## src/rtl/alu_pkg.sv

```systemverilog
// Shared types for the decode/issue stage: ALU control codes, RV32I major
// opcodes and the ID/EX payload carried to the EX stage.
package alu_pkg;

  localparam int XLEN_P      = 32;
  localparam int RF_ADDR_W_P = 5;

  typedef enum logic [3:0] {
    ALU_ADD   = 4'b0000,
    ALU_SLL   = 4'b0001,
    ALU_SLT   = 4'b0010,
    ALU_SLTU  = 4'b0011,
    ALU_XOR   = 4'b0100,
    ALU_SRL   = 4'b0101,
    ALU_OR    = 4'b0110,
    ALU_AND   = 4'b0111,
    ALU_SUB   = 4'b1000,
    ALU_PASS2 = 4'b1001,
    ALU_SRA   = 4'b1101
  } alu_op_e;

  localparam logic [6:0] OP_R      = 7'b0110011;
  localparam logic [6:0] OP_IMM    = 7'b0010011;
  localparam logic [6:0] OP_LOAD   = 7'b0000011;
  localparam logic [6:0] OP_STORE  = 7'b0100011;
  localparam logic [6:0] OP_LUI    = 7'b0110111;
  localparam logic [6:0] OP_AUIPC  = 7'b0010111;
  localparam logic [6:0] OP_JAL    = 7'b1101111;
  localparam logic [6:0] OP_JALR   = 7'b1100111;
  localparam logic [6:0] OP_BRANCH = 7'b1100011;

  typedef struct packed {
    alu_op_e                  alu_ctrl;
    logic [XLEN_P-1:0]        src1;
    logic [XLEN_P-1:0]        src2;
    logic [XLEN_P-1:0]        store_data;
    logic [RF_ADDR_W_P-1:0]   rd;
    logic                     reg_we;
    logic                     mem_rd;
    logic                     mem_wr;
    logic                     illegal;
  } id_ex_t;

  function automatic logic [XLEN_P-1:0] sext12(input logic [11:0] imm);
    return {{(XLEN_P-12){imm[11]}}, imm};
  endfunction

endpackage

```

## src/rtl/id_dec.sv

```systemverilog
// Combinational RV32I decoder: turns an instruction plus its operand values
// into the ID/EX payload and reports which source registers it reads.
module id_dec
  import alu_pkg::*;
(
  input  logic [XLEN_P-1:0] instr,
  input  logic [XLEN_P-1:0] pc,
  input  logic [XLEN_P-1:0] rs1_val,
  input  logic [XLEN_P-1:0] rs2_val,
  output id_ex_t            dec,
  output logic              rs1_used,
  output logic              rs2_used
);

  logic [6:0]          opcode;
  logic [2:0]          funct3;
  logic [6:0]          funct7;
  logic [XLEN_P-1:0]   imm_i;
  logic [XLEN_P-1:0]   imm_s;
  logic [XLEN_P-1:0]   imm_u;
  logic [XLEN_P-1:0]   shamt;

  assign opcode = instr[6:0];
  assign funct3 = instr[14:12];
  assign funct7 = instr[31:25];
  assign imm_i  = sext12(instr[31:20]);
  assign imm_s  = sext12({instr[31:25], instr[11:7]});
  assign imm_u  = {instr[31:12], 12'h000};
  assign shamt  = {{(XLEN_P-5){1'b0}}, instr[24:20]};

  always_comb begin
    dec            = '0;
    dec.alu_ctrl   = ALU_ADD;
    dec.src1       = rs1_val;
    dec.src2       = rs2_val;
    dec.store_data = rs2_val;
    dec.rd         = instr[11:7];
    rs1_used       = 1'b0;
    rs2_used       = 1'b0;

    case (opcode)
      OP_R: begin
        dec.alu_ctrl = alu_op_e'({funct7[5], funct3});
        dec.reg_we   = 1'b1;
        rs1_used     = 1'b1;
        rs2_used     = 1'b1;
      end
      OP_IMM: begin
        dec.reg_we = 1'b1;
        rs1_used   = 1'b1;
        // Shifts carry only the shift amount; funct7 picks SRL vs SRA
        if (funct3 == 3'b001 || funct3 == 3'b101) begin
          dec.alu_ctrl = alu_op_e'({funct3[2] & funct7[5], funct3});
          dec.src2     = shamt;
          dec.illegal  = (funct7 != 7'b0000000) && (funct7 != 7'b0100000);
        end else begin
          dec.alu_ctrl = alu_op_e'({1'b0, funct3});
          dec.src2     = imm_i;
        end
      end
      OP_LOAD: begin
        dec.src2   = imm_i;
        dec.reg_we = 1'b1;
        dec.mem_rd = 1'b1;
        rs1_used   = 1'b1;
      end
      OP_STORE: begin
        dec.src2   = imm_s;
        dec.mem_wr = 1'b1;
        rs1_used   = 1'b1;
        rs2_used   = 1'b1;
      end
      OP_LUI: begin
        dec.alu_ctrl = ALU_PASS2;
        dec.src1     = '0;
        dec.src2     = imm_u;
        dec.reg_we   = 1'b1;
      end
      OP_AUIPC: begin
        dec.src1   = pc;
        dec.src2   = imm_u;
        dec.reg_we = 1'b1;
      end
      OP_JAL, OP_JALR: begin
        // Link value pc+4; JALR still reads rs1 for its target
        dec.src1   = pc;
        dec.src2   = 32'd4;
        dec.reg_we = 1'b1;
        rs1_used   = (opcode == OP_JALR);
      end
      OP_BRANCH: begin
        dec.alu_ctrl = ALU_SUB;
        rs1_used     = 1'b1;
        rs2_used     = 1'b1;
      end
      default: begin
        dec.illegal = 1'b1;
      end
    endcase

    if (dec.rd == '0) dec.reg_we = 1'b0;
  end

endmodule

```

## src/rtl/id_ex_issue.sv

```systemverilog
// Decode/issue stage with ID/EX register, valid/ready flow control, load-use
// bubble and flush. Define ISSUE_WB_BYPASS_EN to forward writeback data.
module id_ex_issue
  import alu_pkg::*;
#(
  parameter int XLEN      = 32,
  parameter int RF_ADDR_W = 5
) (
  input  logic                 clk,
  input  logic                 rst,
  input  logic                 in_valid,
  output logic                 in_ready,
  input  logic [31:0]          instr,
  input  logic [XLEN-1:0]      pc,
  input  logic [XLEN-1:0]      rs1_data,
  input  logic [XLEN-1:0]      rs2_data,
  input  logic                 wb_we,
  input  logic [RF_ADDR_W-1:0] wb_rd,
  input  logic [XLEN-1:0]      wb_data,
  input  logic                 flush,
  input  logic                 ex_ready,
  output logic                 ex_valid,
  output logic [3:0]           ex_alu_ctrl,
  output logic [XLEN-1:0]      ex_src1,
  output logic [XLEN-1:0]      ex_src2,
  output logic [XLEN-1:0]      ex_store_data,
  output logic [RF_ADDR_W-1:0] ex_rd,
  output logic                 ex_reg_we,
  output logic                 ex_mem_rd,
  output logic                 ex_mem_wr,
  output logic                 ex_illegal
);

  logic [XLEN-1:0]      rs_raw [2];
  logic [XLEN-1:0]      rs_val [2];
  logic [RF_ADDR_W-1:0] rs_idx [2];

  assign rs_raw[0] = rs1_data;
  assign rs_raw[1] = rs2_data;
  assign rs_idx[0] = instr[19:15];
  assign rs_idx[1] = instr[24:20];

  genvar gi;
  generate
    for (gi = 0; gi < 2; gi++) begin : g_src
`ifdef ISSUE_WB_BYPASS_EN
      // Covers a register-file write landing in the same cycle as the read
      assign rs_val[gi] = (wb_we && (wb_rd != '0) && (wb_rd == rs_idx[gi]))
                          ? wb_data : rs_raw[gi];
`else
      assign rs_val[gi] = rs_raw[gi];
`endif
    end
  endgenerate

`ifndef ISSUE_WB_BYPASS_EN
  logic unused_wb;
  assign unused_wb = ^{wb_we, wb_rd, wb_data};
`endif

  id_ex_t dec;
  logic   rs1_used;
  logic   rs2_used;

  id_dec u_dec (
    .instr    (instr),
    .pc       (pc),
    .rs1_val  (rs_val[0]),
    .rs2_val  (rs_val[1]),
    .dec      (dec),
    .rs1_used (rs1_used),
    .rs2_used (rs2_used)
  );

  logic   ex_valid_reg;
  logic   ex_valid_next;
  id_ex_t ex_payload_reg;
  id_ex_t ex_payload_next;
  logic   advance;
  logic   hazard;
  logic   accept;

  assign advance = !ex_valid_reg || ex_ready;

  // A load in EX cannot feed a consumer in ID until it has left the pipe
  assign hazard = ex_valid_reg && ex_payload_reg.mem_rd && (ex_payload_reg.rd != '0) &&
                  ((rs1_used && (rs_idx[0] == ex_payload_reg.rd)) ||
                   (rs2_used && (rs_idx[1] == ex_payload_reg.rd)));

  assign in_ready = advance && !hazard && !flush;
  assign accept   = in_valid && in_ready;

  always_comb begin
    ex_valid_next   = ex_valid_reg;
    ex_payload_next = ex_payload_reg;
    if (flush) begin
      ex_valid_next = 1'b0;
    end else if (advance) begin
      ex_valid_next = accept;
      if (accept) ex_payload_next = dec;
    end
  end

  always_ff @(posedge clk or posedge rst) begin
    if (rst) begin
      ex_valid_reg   <= 1'b0;
      ex_payload_reg <= '0;
    end else begin
      ex_valid_reg   <= ex_valid_next;
      ex_payload_reg <= ex_payload_next;
    end
  end

  assign ex_valid      = ex_valid_reg;
  assign ex_alu_ctrl   = ex_payload_reg.alu_ctrl;
  assign ex_src1       = ex_payload_reg.src1;
  assign ex_src2       = ex_payload_reg.src2;
  assign ex_store_data = ex_payload_reg.store_data;
  assign ex_rd         = ex_payload_reg.rd;
  assign ex_reg_we     = ex_payload_reg.reg_we;
  assign ex_mem_rd     = ex_payload_reg.mem_rd;
  assign ex_mem_wr     = ex_payload_reg.mem_wr;
  assign ex_illegal    = ex_payload_reg.illegal;

endmodule

```

## config.mk

```make
export PLATFORM = sky130hd
export DESIGN_NAME = id_ex_issue
export DESIGN_NICKNAME = d
export VERILOG_FILES = /design/src/rtl/alu_pkg.sv /design/src/rtl/id_dec.sv /design/src/rtl/id_ex_issue.sv
export SDC_FILE = /design/constraint.sdc
export NUM_CORES = 1
export LEC_CHECK = 0
export ABC_AREA = 1
export BUFFER_PORTS_ARGS = -buffer_cell sky130_fd_sc_hd__buf_2
export CORE_MARGIN = 8
export CORE_UTILIZATION = 51
export CTS_CLUSTER_DIAMETER = 50
export DETAILED_ROUTE_END_ITERATION = 6
export PLACE_DENSITY = 0.89
export SLEW_MARGIN = 0
export SYNTH_ARGS = -nofsm -noshare
export SYNTH_HDL_FRONTEND = slang
export SYNTH_SLANG_ARGS = --single-unit
```

## constraint.sdc

```tcl
create_clock -name clk -period 6.02 [get_ports clk]
set_input_delay 0.301 -clock clk [delete_from_list [all_inputs] [get_ports clk]]
set_output_delay 0.301 -clock clk [all_outputs]
set_load 0.02 [all_outputs]
```

==> run_results.csv, run 1 <==
group,metric,value,unit
run_status,status,"finished, final reports clean",
clock_tree,clockBufferDepth,2,
min_path,hp-class,"primary input to async pin",
clock_tree,clock_latency,0.35,ns
pwr,p_sw_share,34.6,%
sta,skew,0.00813,ns
sta,slew_violations,0,
sta,tns,0,ns
worst_setup_path,slowest_delay,0.83,ns
pwr,pwr-share-comb,27.0,%
grt,overflow,0,
pwr,switching_power,0.713,mW
clock_tree,clkSinkCount,110,
worst_setup_path,timing.rr.start,"ex_rd[3]",
drt,wirelength,20300,um
layout,antennaDiodeCount,0,
sta,grt_setup_unrepaired,"false",
worst_setup_path,critical_path_class,"register to register",
drt,drc,0,
grt,antenna_found_initial,0,
worst_setup_path,rr_endpoint,"ex_src2[21]",
sta,fmax,292,MHz
worst_setup_path,required,6.26,ns
worst_setup_path,crit_cells,13,
placement,gp_congestion,0.991,
synthesis,syn_inst,879,
placement,place.port_buffers,243,
drt,postRouteAntennaNets,0,
worst_setup_path,cp_common_cell,"nand2_1",
synthesis,ys_types,21,
synthesis,syn_area,6130,sq um
pwr,pwr-share-seq,43.9,%
clock_tree,cts_hold_buf,0,
floorplan,coreArea,11900,sq um
floorplan,die_h,126,um
clock_tree,cts_tree,"yes",
sta,slew_headroom,18.9,%
layout,drive_gt1_share,25.3,%
pwr,finalPower,2.06,mW
clock_tree,clk_pin_slew,0.07,ns
pwr,peakVddDrop,0.000185,V
worst_setup_path,slowest_stage,"nand2_4",
sta,min_period_over_period,56.9,%
clock_tree,post_cts_buffers,0,
clock_tree,root_buffer,"clkbuf_16",
grt,grt_pass1_vias,6368,
worst_setup_path,cp-end-kind,"register",
sta,worst_pin_slew,1.22,ns
drt,wire_per_inst,16.6,um
sta,hold_viol_final,0,
synthesis,ys_ff_latch,110,
pwr,p_leak,4.61,nW
floorplan,dieArea,15800,sq um
sta,setup_violations,0,
worst_setup_path,path_delay_family,"simple AND/OR/NAND/NOR gates",
drt,vias,6613,
synthesis,yosys_warnings,0,
grt,grt_max_degree,112,
floorplan,io_pins,282,
worst_setup_path,path_buf_inv,3,
pwr,p_per_area,273,nW/um^2
drt,drt_iter0_drc,734,
worst_setup_path,rrSetupSlack,2.60,ns
clock_tree,cts_buffers,9,
worst_setup_path,crit_chain,"inv_1 > nand2_1 > nand2_1 > inv_1 > nand2_1 > nor2_1 > nand3_1 > nand2_1 > nand2_4 > nand3_4 > buf_4 > nand2_1 > nand2_1",
pwr,clkPwrFrac,29.1,%
synthesis,syn_area_per_cell,6.97,sq um
sta,fin_crit,3.42,ns
pwr,p_int,1.35,mW
synthesis,yosysSeqAreaShare,44.9,%
worst_setup_path,cp_max_fo,111,
synthesis,syn_nets,1050,
worst_setup_path,arrival,3.66,ns
grt,grt_pass1_wl,33000,um
placement,dp_hpwl,14500,um
drt,drtPass1Iterations,7,
flow_run,cap_violations,0,
clock_tree,ctsResizeCount,0,
worst_setup_path,critPathLaunchType,"register",
clock_tree,h-tree-depth,3,
layout,area_growth_syn_to_layout,23.4,%
worst_setup_path,worstRegToRegCells,13,
layout,fin_nets,1243,
drt,viasPerCell,5.40,
floorplan,initial_utilization,51.7,%
grt,track_usage,25.7,%
floorplan,chipWidth,126,um
floorplan,rows,40,
==> per-stage QoR <==
step	utilization, %	std cells	worst slack, ns	hold slack (ns)	instance area, sq um
2_1_floorplan	-	879	2.82	0.408	6130
3_3_place_gp	61.2	1208	2.50	0.389	7260
3_5_place_dp	61.2	1208	2.45	0.398	7260
4_1_cts	63.7	1224	2.59	0.0249	7560
5_1_grt	63.7	1224	2.27	0.0506	7560
6_report	63.7	1224	2.60	0.000874	7560
==> cell type report <==
class,instances,area (sq um)
Sequential cell,110,2750
Inverter,52,198
Tap cell,147,184
Clock inverter,6,68.8
Clock buffer,10,229
Fill cell,1081,4300
Multi-Input combinational cell,651,2870
Timing Repair Buffer,248,1260
==> cells in the mapped netlist (all sizes together) <==
cell type  count  share of area [%]
nand2        447                 27
o211ai         3               0.37
clkinv         1              0.061
nor3           2               0.16
nor4           1               0.10
clkbuf        10               0.61
nand3         47                3.8
inv           51                3.1
xnor2          2               0.29
buf           56                5.1
a21oi          7               0.57
o21ai          6               0.49
dfrtp        110                 45
nor2          24                1.6
nand4        112                 11
==> cells in the final DEF, fill, tap and decap left out, drive strengths merged <==
| cell | count |
|---|---|
| clkinv | 3 |
| nand4 | 112 |
| dfrtp | 110 |
| bufinv | 1 |
| nand3 | 47 |
| clkinvlp | 1 |
| o211ai | 3 |
| nor4 | 1 |
| o21ai | 6 |
| buf | 248 |
| nand2 | 447 |
| inv | 53 |
| clkbuf | 10 |
| a21oi | 7 |
| nor3 | 2 |
| nor2 | 24 |
| xnor2 | 2 |
==> kinds of logic after synthesis <==
kind of cell              Yosys count  share of synthesized area [%]
xor gates and xnor gates            2                          0.286
AOI/OAI and AO/OA                  16                           1.43
and+or+nand+nor                   633                           44.5
DFF                               110                           44.9
buffers and inverters             118                           8.86
==> routing by layer <==
metal,share of wire (%),GRT usage (%)
met2,49,43.2
met4,2.5,8.38
met1,39,31.5
met5,0,0
met3,9.3,6.62
==> power groups by stage <==
stage / clock, mW / combinational, mW / sequential, mW
5_1_grt: 0.642 / 0.611 / 0.918
6_report: 0.601 / 0.557 / 0.906
3_5_place_dp: 0 / 0.561 / 0.918
3_3_place_gp: 0 / 0.549 / 0.913
4_1_cts: 0.612 / 0.562 / 0.905
2_1_floorplan: 0 / 0.195 / 1.05
==> worst max-delay path by stage <==
stage          startpoint                end  slack, ns
2_1_floorplan         rst     ex_alu_ctrl[0]       2.82
3_3_place_gp     instr[0]         ex_src2[6]       2.50
3_5_place_dp     instr[2]        ex_src2[21]       2.45
4_1_cts          ex_rd[3]  ex_store_data[24]       2.59
5_1_grt          ex_rd[2]        ex_src2[21]       2.27
6_report         ex_rd[3]        ex_src2[21]       2.60
==> worst reg2reg max path, stage by stage (launching register included) <==
cell,delay [ns]
dfrtp_1,0.44
inv_1,0.13
nand2_1,0.06
nand2_1,0.06
inv_1,0.04
nand2_1,0.05
nor2_1,0.04
nand3_1,0.06
nand2_1,0.08
nand2_4,0.83
nand3_4,0.68
buf_4,0.58
nand2_1,0.21
nand2_1,0.06
Power figures use the tool's default switching activity.
==> run 2, diff against run 1 <==
- ABC_AREA: 1 -> 0
- CORE_UTILIZATION: 51 -> 41
- PLACE_DENSITY: 0.89 -> 0.8
- clock period: 6.02 -> 2.9 ns (I/O delays scaled with it)
==> run 2 against run 1 <==
Compared with the run above: area after synthesis shrank 14%; design area shrank 7.5%; core utilization shrank 8.1 points; count of clock-buffer cells in the layout grew 2; critical path depth shrank 7; sequential share of layout area grew 3.0 points; routed wire length shrank 15%; register-to-register slack lost 2.1 ns; largest cell class is now flip-flops and latches; critical path type unchanged; non-clock buffer count grew 8; first-iteration DRC count shrank 63%; synthesized cell count shrank 54%; via count shrank 31%.
==> run_results.csv, run 2 <==
group,metric,value,unit
run_status,status,"finished, final reports clean",
layout,area_growth_syn_to_layout,33.2,%
worst_setup_path,arrival,2.73,ns
worst_setup_path,slowest_delay,0.64,ns
floorplan,io_pins,282,
placement,gp_congestion,0.866,
placement,placed_cells,791,
sta,min_period_over_period,84.3,%
sta,worst_pin_slew,1.18,ns
grt,overflow,0,
layout,final_cell_mix,"buf_2 (243), dfrtp_1 (110), mux2_4 (43), a221oi_1 (39), a2bb2oi_1 (39)",
layout,final_util,55.6,%
sta,skew,0.00723,ns
floorplan,coreArea,12600,sq um
synthesis,synth_area_leader_cell,"dfrtp_1",
sta,slew_violations,0,
grt,grt_pass1_vias,4984,
worst_setup_path,critical_path_class,"register to register",
drt,wire_per_inst,21.3,um
synthesis,ys_ff_latch,110,
grt,track_usage,20.6,%
drt,drc,0,
clock_tree,clockBufferDepth,2,
clock_tree,h-tree-depth,3,
layout,antennaDiodeCount,0,
worst_setup_path,cp-end-kind,"register",
layout,final_common_cell,"buf_2",
synthesis,synth_commonest_cells,"dfrtp_1 (110), mux2_4 (43), a221oi_1 (39), a2bb2oi_1 (39), clkbuf_1 (26)",
pwr,p_leak,3.32,nW
worst_setup_path,slowest_stage,"a211o_1",
worst_setup_path,critPathLaunchType,"register",
synthesis,synth-edff-count,0,
layout,fin_cells,809,
worst_setup_path,cp_max_fo,21,
floorplan,die_h,129,um
floorplan,initial_utilization,41.8,%
sta,grt_setup_unrepaired,"false",
placement,dp_hpwl,12900,um
placement,place.port_buffers,243,
flow_run,cap_violations,0,
synthesis,synth_most_common_cell,"dfrtp_1",
synthesis,ys_types,44,
clock_tree,clkSinkCount,110,
layout,drive_gt1_share,50.1,%
floorplan,rows,41,
drt,drt_iter0_drc,271,
floorplan,dieArea,16700,sq um
grt,grt_max_degree,111,
synthesis,yosys-top-cells-area,"dfrtp_1 (52%), mux2_4 (12%), a221oi_1 (6.5%)",
layout,fill_cells,1104,
grt,grt_pass1_wl,26800,um
drt,viasPerCell,5.65,
worst_setup_path,required,3.18,ns
clock_tree,cts_buffers,9,
sta,fin_crit,2.44,ns
pwr,peakVddDrop,0.000303,V
grt,antenna_found_initial,0,
drt,wirelength,17200,um
sta,slew_headroom,20.7,%
synthesis,syn_nets,572,
sta,fmax,409,MHz
synthesis,yosys_warnings,0,
layout,ff_latch_area,2750,sq um
sta,setup_violations,0,
synthesis,syn_area_per_cell,13.1,sq um
layout,final_cell_area,6990,sq um
sta,tns,0,ns
synthesis,yosysTopAreaCellShare,52.4,%
worst_setup_path,crit_chain,"xnor2_1 > nand4_1 > or4_4 > a21oi_4 > a211o_1 > o22a_1",
min_path,hp-class,"primary input to register",
layout,fin_nets,803,
synthesis,yosysSeqAreaShare,52.4,%
clock_tree,clock_latency,0.35,ns
placement,postPlaceCellArea,6650,sq um
drt,vias,4569,
floorplan,chipWidth,129,um
drt,postRouteAntennaNets,0,
synthesis,synthFlopType,"dfrtp_1",
clock_tree,root_buffer,"clkbuf_16",
layout,multi_input_area,2320,sq um
sta,hold_viol_final,0,
pwr,p_per_area,637,nW/um^2
synthesis,syn_inst,401,
synthesis,syn_area,5250,sq um
clock_tree,clk_pin_slew,0.07,ns
clock_tree,cts_tree,"yes",
drt,drtPass1Iterations,4,
synthesis,ys_async_sr_fraction,100,%
[run 2: changes by cell type in the layout (fill, tap and decap cells not counted), moves of 4 or more]
cell / previous run / this run
nand2_1: 446 / 8
nand4_1: 112 / 3
inv_1: 47 / 1
nand3_1: 46 / 1
mux2_4: 0 / 43
a221oi_1: 0 / 39
a2bb2oi_1: 0 / 39
o22a_1: 0 / 24
a22o_1: 0 / 20
nor2_1: 22 / 9
o2bb2ai_1: 0 / 5
buf_12: 0 / 4
xnor2_1: 2 / 6
xor2_1: 0 / 4
[run 2: repair_timing]
item / CTS / global route
endpoints found under the hold margin: 39 / 0
resized for setup: 0 / 0
hold buffers: 2 / 0
setup buffers: 0 / 0
[run 2: through the flow]
| stage | hold WS [ns] | power (mW) | setup WS (ns) |
|---|---|---|---|
| 6_report | 0.0353 | 4.45 | 0.456 |
| 5_1_grt | 0.0289 | 4.65 | 0.287 |
| 3_5_place_dp | 0.333 | 3.17 | 0.285 |
| 3_3_place_gp | 0.329 | 3.13 | 0.437 |
| 2_1_floorplan | 0.211 | 2.67 | 0.679 |
| 4_1_cts | 0.0227 | 4.51 | 0.430 |
[run 2: report_power, final]
| group | total, mW | internal (mW) | leakage, nW | switching (mW) |
|---|---|---|---|---|
| logic | 1.22 | 0.542 | 1.90 | 0.675 |
| registers | 1.92 | 1.77 | 1.26 | 0.147 |
| clock network | 1.32 | 0.779 | 0.157 | 0.541 |
[run 2: cell families after synthesis]
group	Yosys count	share of synthesized area, %
AOI/OAI and AO/OA	153	24.8
xor gates and xnor gates	10	1.67
buffers and inverters	39	3.62
DFF	110	52.4
muxes	45	12.7
and+or+nand+nor	44	4.79
[run 2: metal layers]
| metal | global-route usage, % | vias to the layer above | wire, um |
|---|---|---|---|
| met5 | 0 | - | 0 |
| li1 | - | 2059 | - |
| met2 | 35.1 | 189 | 8590 |
| met1 | 23.8 | 2292 | 6880 |
| met4 | 9.54 | 0 | 486 |
| met3 | 5.30 | 29 | 1290 |
[run 2: layout make-up]
cell class	instances	share of cell area, %
Clock inverter	4	1.00
Inverter	3	0.215
Timing Repair Buffer	256	19.6
Sequential cell	110	39.4
Clock buffer	12	3.53
Tap cell	172	3.08
Multi-Input combinational cell	252	33.2
[run 2: final timing paths]
path | startpoint | end | slack (ns) | cells after the start
setup / recovery | ex_rd[1] | ex_src2[23] | 0.46 | 6
hold / removal | rs2_data[28] | ex_store_data[28] | 0.04 | 2
setup reg to reg | ex_rd[1] | ex_src2[23] | 0.46 | 6
hold reg to reg | ex_src2[21] | ex_src2[21] | 0.50 | 1
max in group asynchronous | rst | ex_rd[1] | 1.94 | 4
min in group asynchronous | rst | ex_store_data[29] | 0.52 | 4
[run 2: worst max-delay path: cells and delay by family (launching register included)]
kind / cells / cell delay [ns]
AO/OA/AOI/OAI: 3 / 1.13
AND/OR/NAND/NOR: 2 / 0.59
flip-flops: 1 / 0.45
XOR/XNOR: 1 / 0.21
==> run 3, diff against run 2 <==
- clock period: 2.9 -> 2.19 ns (I/O delays scaled with it)
==> run 3 against run 2 <==
Compared with the run above: highest routed layer unchanged; register-to-register slack worse by 0.54 ns; worst hold slack got worse by 0.022 ns; sequential power grew 32%; critical path depth increased by 2; worst setup slack lost 0.54 ns; clock skew barely moved; via count rose by 4.9%; clock power grew 45%; combinational power is 43% higher; the flow now finishes with violations (setup timing); sequential share of layout area down 2.8 points; routed wire length increased by 6.3%; non-clock buffer count up 38.
==> run_results.csv, run 3 (synthesized netlist as in run 2, its figures left out) <==
group,metric,value,unit
clock_tree,clk_pin_slew,0.07,ns
worst_setup_path,required,2.42,ns
pwr,p_per_area,823,nW/um^2
grt,overflow,0,
worst_setup_path,arrival,2.51,ns
drt,drtPass1Iterations,5,
placement,dp_hpwl,13400,um
sta,setup_ws,-0.0891,ns
layout,drive_gt1_share,54.6,%
drt,wirelength,18300,um
pwr,p_leak,3.58,nW
worst_setup_path,critical_path_class,"register to register",
floorplan,coreArea,12600,sq um
floorplan,io_pins,282,
floorplan,rows,41,
layout,final_common_cell,"buf_2",
layout,fill_cells,992,
worst_setup_path,cp_max_fo,8,
layout,area_growth_syn_to_layout,43.7,%
grt,grt_pass1_wl,27200,um
sta,tns,-3.13,ns
grt,grt_pass1_vias,5216,
drt,drc,0,
drt,vias,4795,
worst_setup_path,worstRegToRegCells,8,
floorplan,die_h,129,um
layout,fin_nets,841,
pwr,peakVddDrop,0.000496,V
layout,antennaDiodeCount,0,
sta,slew_headroom,60.2,%
clock_tree,root_buffer,"clkbuf_16",
sta,setup_violations,62,
grt,track_usage,20.7,%
sta,whs,0.0131,ns
placement,gp_congestion,0.897,
clock_tree,cts_tree,"yes",
floorplan,initial_utilization,41.8,%
clock_tree,h-tree-depth,3,
layout,final_util,60.0,%
worst_setup_path,critPathLaunchType,"register",
sta,fin_crit,2.28,ns
run_status,violations,"setup timing",
grt,grt_max_degree,67,
sta,skew,0.00744,ns
placement,place.port_buffers,243,
clock_tree,clockBufferDepth,2,
drt,wire_per_inst,21.7,um
sta,hold_viol_final,0,
floorplan,dieArea,16700,sq um
sta,grt_setup_unrepaired,"true",
drt,viasPerCell,5.67,
worst_setup_path,cp-end-kind,"register",
sta,worst_pin_slew,0.592,ns
sta,slew_violations,0,
clock_tree,clkSinkCount,110,
floorplan,chipWidth,129,um
layout,final_cell_mix,"buf_2 (242), dfrtp_1 (106), mux2_4 (43), a221oi_1 (39), a2bb2oi_1 (35)",
min_path,hp-class,"primary input to register",
clock_tree,cts_buffers,9,
flow_run,cap_violations,0,
sta,min_period_over_period,104,%
clock_tree,clock_latency,0.35,ns
min_path,min_path_cells,2,
sta,fmax,439,MHz
drt,drt_iter0_drc,346,
grt,antenna_found_initial,0,
run_status,status,"finished, violations left",
drt,postRouteAntennaNets,0,
[run 3: final cells by class]
class	instances	area, sq um	share of cell area, %
Tap cell	172	215	2.85
Clock inverter	3	90.1	1.19
Clock buffer	12	267	3.53
Timing Repair Buffer	294	1830	24.3
Multi-Input combinational cell	252	2370	31.4
Sequential cell	110	2760	36.6
Inverter	3	15.0	0.199
[run 3: stage by stage]
step	cells	total power, mW	worst slack, ns	area (sq um)
global route	846	6.48	-0.145	7540
global placement	814	4.19	-0.000513	6860
finish	846	6.21	-0.0891	7540
detailed placement	814	4.24	-0.149	6860
floorplan	401	3.54	0.000523	5260
CTS	834	6.18	-0.0593	7290
[run 3: final timing paths]
check,from,endpoint,slack (ns)
worst max-delay path,ex_rd[2],ex_store_data[2],-0.09
worst min-delay path,rs2_data[17],ex_store_data[17],0.01
worst max register to register,ex_rd[2],ex_store_data[2],-0.09
worst min register to register,ex_src2[30],ex_src2[30],0.50
max in group asynchronous,rst,ex_rd[1],1.43
min in group asynchronous,rst,ex_src1[30],0.40
[run 3: timing repair]
| action | CTS | global route |
|---|---|---|
| pin swaps | 6 | 5 |
| hold buffers | 3 | 1 |
| endpoints found under the setup margin | 67 | 97 |
| gates cloned | 0 | 7 |
| buffers inserted | 2 | 4 |
| resized for setup | 8 | 11 |
| hold endpoints to repair | 112 | 1 |
[run 3: worst max-delay path, stage by stage (launching register included)]
cell,delay (ns)
dfrtp_2,0.44
or4_1,0.54
o211ai_1,0.18
buf_4,0.16
a21oi_4,0.05
nor2_4,0.16
buf_6,0.17
clkbuf_16,0.18
mux2_4,0.31
[run 3: report_power, final]
part | switching (mW) | internal (mW) | leakage, nW
clock | 0.707 | 1.21 | 0.175
combinational | 0.938 | 0.814 | 2.15
sequential | 0.199 | 2.34 | 1.26
total | 1.84 | 4.36 | 3.58
[run 3: layer usage]
| metal | vias to the layer above | wire length [um] | GRT usage, % |
|---|---|---|---|
| li1 | 2140 | - | - |
| met1 | 2390 | 6760 | 23.8 |
| met2 | 238 | 9510 | 35.6 |
| met3 | 27 | 1630 | 6.45 |
| met4 | 0 | 427 | 7.60 |
| met5 | - | 0 | 0 |
